[src/rtl/pico_ctrl.sv]
// ============================================================================
//  Module   : pico_ctrl
//  Purpose  : Two-cycle fetch/execute controller for a 4-register pico CPU.
//  Revision : 1.0
// ============================================================================
`default_nettype none

module pico_ctrl #(
    parameter int N   = 8,
    parameter int PCW = 6
) (
    input  logic           clk,
    input  logic           reset,
    input  logic [15:0]    instr,
    input  logic [8:0]     switches,
    input  logic [3:0]     alu_flags,
    output logic [PCW-1:0] pc,
    output logic [2:0]     func,
    output logic [1:0]     a_sel,
    output logic [1:0]     b_sel,
    output logic [N-1:0]   immediate,
    output logic [1:0]     rd_addr,
    output logic [1:0]     rs_addr,
    output logic           reg_we,
    output logic [3:0]     flags_q,
    output logic           halted
);

    localparam logic [2:0] c_RA     = 3'd0;
    localparam logic [2:0] c_RB     = 3'd1;
    localparam logic [2:0] c_RADD   = 3'd2;
    localparam logic [2:0] c_RSUB   = 3'd3;

    localparam logic [1:0] c_REG    = 2'd0;
    localparam logic [1:0] c_SW_7_0 = 2'd1;
    localparam logic [1:0] c_SW_8   = 2'd2;
    localparam logic [1:0] c_IMM    = 2'd3;

    localparam logic [2:0] c_FETCH   = 3'd0;
    localparam logic [2:0] c_EXEC    = 3'd1;
    localparam logic [2:0] c_WAIT_HI = 3'd2;
    localparam logic [2:0] c_WAIT_LO = 3'd3;
    localparam logic [2:0] c_HALT    = 3'd4;

    logic [2:0]     r_state;
    logic [15:0]    r_instr_q;
    logic [3:0]     w_op;
    logic           w_taken;
    logic [PCW-1:0] w_pc_inc;
    logic [PCW-1:0] w_target;
    logic           w_unused;

    // The low switch byte is routed to the ALU outside this block.
    assign w_unused = ^{switches[7:0], c_SW_8};

    assign w_op     = r_instr_q[15:12];
    assign rd_addr  = r_instr_q[11:10];
    assign rs_addr  = r_instr_q[9:8];
    assign w_pc_inc = pc + PCW'(1);
    assign w_target = PCW'(r_instr_q[7:0]);
    assign halted   = (r_state == c_HALT);

    generate
        if (N > 8) begin : g_imm_ext
            assign immediate = {{(N-8){1'b0}}, r_instr_q[7:0]};
        end else begin : g_imm_trunc
            assign immediate = r_instr_q[N-1:0];
        end
    endgenerate

    always_comb begin
        func   = c_RA;
        a_sel  = c_REG;
        b_sel  = c_REG;
        reg_we = 1'b0;
        if (r_state == c_EXEC) begin
            case (w_op)
                4'h1: begin func = c_RADD; reg_we = 1'b1; end
                4'h2: begin func = c_RADD; b_sel = c_IMM; reg_we = 1'b1; end
                4'h3: begin func = c_RSUB; reg_we = 1'b1; end
                4'h4: begin func = c_RSUB; b_sel = c_IMM; reg_we = 1'b1; end
                4'h5: begin func = c_RB;   reg_we = 1'b1; end
                4'h6: begin func = c_RB;   b_sel = c_IMM; reg_we = 1'b1; end
                4'h7: begin a_sel = c_SW_7_0; reg_we = 1'b1; end
                default: ;
            endcase
        end
    end

    // Branch conditions use the flags registered by an earlier instruction.
    always_comb begin
        w_taken = 1'b0;
        case (w_op)
            4'h9: w_taken = flags_q[1];
            4'hA: w_taken = ~flags_q[1];
            4'hB: w_taken = flags_q[2] ^ flags_q[3];
            4'hC: w_taken = 1'b1;
            default: w_taken = 1'b0;
        endcase
    end

    always_ff @(posedge clk) begin
        if (reset) begin
            r_state   <= c_FETCH;
            pc        <= '0;
            r_instr_q <= '0;
            flags_q   <= '0;
        end else begin
            case (r_state)
                c_FETCH: begin
                    r_instr_q <= instr;
                    r_state   <= c_EXEC;
                end
                c_EXEC: begin
                    if (w_op >= 4'h1 && w_op <= 4'h4) begin
                        flags_q <= alu_flags;
                    end
                    case (w_op)
                        4'h8:    r_state <= c_WAIT_HI;
                        4'hF:    r_state <= c_HALT;
                        default: begin
                            pc      <= w_taken ? w_target : w_pc_inc;
                            r_state <= c_FETCH;
                        end
                    endcase
                end
                c_WAIT_HI: begin
                    if (switches[8]) begin
                        r_state <= c_WAIT_LO;
                    end
                end
                c_WAIT_LO: begin
                    if (!switches[8]) begin
                        pc      <= w_pc_inc;
                        r_state <= c_FETCH;
                    end
                end
                c_HALT:  r_state <= c_HALT;
                default: r_state <= c_FETCH;
            endcase
        end
    end

endmodule

`default_nettype wire

[config.mk]
export PLATFORM = sky130hd
export DESIGN_NAME = pico_ctrl
export DESIGN_NICKNAME = d
export VERILOG_FILES = /design/src/rtl/pico_ctrl.sv
export SDC_FILE = /design/constraint.sdc
export NUM_CORES = 1
export LEC_CHECK = 0
export ABC_AREA = 1
export BUFFER_PORTS_ARGS = -buffer_cell sky130_fd_sc_hd__buf_2
export CELL_PAD_IN_SITES_DETAIL_PLACEMENT = 0
export CELL_PAD_IN_SITES_GLOBAL_PLACEMENT = 1
export CORE_UTILIZATION = 29
export DETAILED_ROUTE_END_ITERATION = 6
export PLACE_DENSITY = 0.7
export SYNTH_ARGS = -nofsm -noshare
export SYNTH_HDL_FRONTEND = slang
export SYNTH_SLANG_ARGS = --single-unit
[constraint.sdc]
create_clock -name clk -period 1.4 [get_ports clk]
set_clock_uncertainty 0.2 [all_clocks]
set_input_delay 0.28 -clock clk [delete_from_list [all_inputs] [get_ports clk]]
set_output_delay 0.28 -clock clk [all_outputs]
set_load 0.03 [all_outputs]
==> flow_summary.ini <==
[run_status]
status = complete, but fails checks
violations = setup timing

[grt]
antenna_found_initial = 0
grt_pass1_wl_um = 6480
grt_max_degree = 14
gr-total-overflow = 0
globalRouteTotalUtil_pct = 15.8
grt_pass1_vias = 1409

[synth]
synth.most_common_cell = nor2_1
synth_warnings = 0
ys.flop_type = dfxtp_1
syn_avg_cell_area_um2 = 7.05
ys_types = 28
async_reset_ff_share_pct = 0
synthesis.area_um2 = 1510
ys_top_cells_by_area = dfxtp_1 (39%), nor2_1 (8.2%), buf_4 (7.5%)
synth_edf_count = 0
synth.top_cell.area_share_pct = 38.5
synth-seq-cells = 29
yosys.area.top_type = dfxtp_1
seq_area_frac_synth_pct = 38.5
synthTopCellsByCount = nor2_1 (33), dfxtp_1 (29), nand2_1 (29), a21oi_1 (17), inv_1 (16)
syn_inst = 214

[die]
coreArea_um2 = 4850
die_x_um = 74.1
design.die.area_um2 = 5490
io_pins = 62
start_util_pct = 31.1
die_h_um = 74.1
num_rows = 25

[setup_path]
r2r_slack_ns = -0.23
worstPathMaxFanout = 3
reg2reg_depth = 10
end_kind = output port
required_ns = 0.92
cp.arrival_ns = 1.39
critPathLaunch = r_state[2]$_SDFFE_PP0P_
rr_startpoint = r_state[2]$_SDFFE_PP0P_
worstSetupPathType = register to output port
timing.rr.end = pc[0]$_SDFFE_PP0P_
setup.worst_path.start_class = register
cp-endpoint = b_sel[0]

[pwr]
swShare_pct = 35.8
power_uw = 2630
p_leak_uw = 0.00111
p_sw_uw = 943
ir_drop_mv = 0.535
internal_power_uw = 1690
p_per_area_nw_per_um2 = 1130
comb_power_share_pct = 35.9
power_frac_seq_pct = 37.7
clkPwrFrac_pct = 26.4

[clock_network]
cts_made_buffers = 5
cts.htree.levels = 2
ctsHoldBuffers = 0
worstSkewPairLatency_ns = 0.28
clock_sinks = 29
root_buffer = clkbuf_8
clk_path_buf_depth = 2
cts.clk_slew.worst_paths_ns = 0.06
cts_tree = yes

[timing]
rsz0062_at_grt = true
setup_viol = 35
slew_viol_final = 0
fin_ws_ns = -0.470
hold_violations = 0
layout_min_cycle_time_ns = 1.87
fmax_mhz = 535
fin_hold_ws_ns = 0.0254
fin_crit_sh_pct = 134

[finish]
area_delta_synth_final_pct = 55.1
drive_gt1_share_pct = 53.0
instances_no_fill = 354
multi_input_area_um2 = 835
nets = 319
n_fill_cell = 491
regArea_um2 = 596
final_cell_area_um2 = 2340
diodes = 0

[placement]
gp_congestion = 0.736
port_buffers = 51
pre_cts_ws_ns = -0.260
place_area_um2 = 1930
dp_hpwl_um = 2730
dpl.cell_count = 335

[route]
vias_per_cell = 4.29
antenna_left = 0
wire_per_inst_um = 11.3
routed_wl_um = 3980
drc = 0
first_pass_iters = 4
vias = 1520
drt_iter0_drc = 41

[job]
maxCapViolCount = 0

[hold_path]
worstHoldPathCells = 3
hold_path_class = input pin to register
[worst min-delay path by stage]
stage / from / end / slack (ns)
2_1_floorplan: instr[2] / r_instr_q[2]$_SDFFE_PP0P_ / 0.21
3_3_place_gp: flags_q[0]$_SDFFE_PP0P_ / flags_q[0]$_SDFFE_PP0P_ / 0.26
3_5_place_dp: flags_q[0]$_SDFFE_PP0P_ / flags_q[0]$_SDFFE_PP0P_ / 0.27
4_1_cts: instr[11] / r_instr_q[11]$_SDFFE_PP0P_ / 0.02
5_1_grt: instr[8] / r_instr_q[8]$_SDFFE_PP0P_ / 0.03
6_report: instr[10] / r_instr_q[10]$_SDFFE_PP0P_ / 0.03
[worst max-delay path, cell delays in order (launching register included)]
cell	delay [ns]
dfxtp_2	0.32
inv_2	0.07
nand2_4	0.05
nor2_4	0.09
inv_2	0.05
nor2_4	0.09
inv_2	0.07
a211oi_4	0.20
buf_6	0.17
[cells in the final DEF, fill, tap and decap left out, types with 2 or more instances in the layout]
| master | count |
|---|---|
| nand2_2 | 6 |
| nand4_1 | 2 |
| a21oi_1 | 11 |
| a21oi_2 | 6 |
| buf_4 | 25 |
| nor2_4 | 4 |
| dfxtp_2 | 9 |
| o21ai_0 | 8 |
| o21ai_2 | 5 |
| nand3_2 | 3 |
| buf_6 | 14 |
| nand3_1 | 9 |
| clkbuf_4 | 3 |
| inv_4 | 4 |
| nand2_4 | 2 |
| clkbuf_8 | 6 |
| nor2_2 | 3 |
| inv_2 | 9 |
| clkinvlp_4 | 2 |
| buf_2 | 39 |
| inv_1 | 14 |
| nand2_1 | 25 |
| buf_12 | 2 |
| conb_1 | 2 |
| xor2_1 | 2 |
| nor2_1 | 29 |
| dfxtp_1 | 19 |
| o21ai_1 | 10 |
| nand3_4 | 3 |
[power groups by stage]
| stage | Clock, uW | Sequential (uW) | Combinational [uW] |
|---|---|---|---|
| 6_report | 695 | 991 | 945 |
| 3_5_place_dp | 0 | 999 | 766 |
| 2_1_floorplan | 0 | 1050 | 514 |
| 5_1_grt | 762 | 1000 | 1030 |
| 4_1_cts | 731 | 986 | 930 |
| 3_3_place_gp | 0 | 998 | 764 |
[state kept, by name, summed over array words and instances, names as in the netlist]
signal and flops:
r_state 3, r_instr_q 16, flags_q 4, pc 6
[final cells by class]
class	instances	share of cell area, %
clock buffer	7	3.69
inverter	27	4.87
multi-input combinational	138	35.7
sequential	29	25.5
tap	67	3.58
timing repair buffer	83	25.8
timing repair inverter	3	0.910
[metrics by stage]
step	util, %	TNS (ns)
4_1_cts	47.4	-7.62
3_3_place_gp	39.8	-4.75
3_5_place_dp	39.8	-5.66
2_1_floorplan	-	-2.71
5_1_grt	48.2	-9.24
6_report	48.2	-6.07
[routing by layer]
| layer | track usage, % | routed length (um) | share of wire [%] | vias to the layer above |
|---|---|---|---|---|
| li1 | - | - | - | 811 |
| met1 | 20.7 | 1920 | 48 | 674 |
| met2 | 24.5 | 1860 | 47 | 30 |
| met3 | 5.01 | 171 | 4.3 | 5 |
| met4 | 5.13 | 36 | 0.90 | 0 |
| met5 | 0 | 0 | 0 | - |
[logic make-up after synthesis]
logic type	Yosys count	synth area share [%]
compound gates	43	15.9
xor+xnor	3	1.74
fa+ha+maj	1	0.830
buf+inv	48	15.9
flops	29	38.5
other cells	1	0.249
simple gates	89	26.8
[what timing repair did]
| action | in CTS | in global routing |
|---|---|---|
| hold endpoints to repair | 0 | 0 |
| buffers inserted | 8 | 4 |
| pin swaps | 6 | 7 |
| cloned | 4 | 0 |
| endpoints found under the setup margin | 35 | 40 |
| resized for setup | 55 | 18 |
No activity file was read; power rests on OpenSTA's default activity.
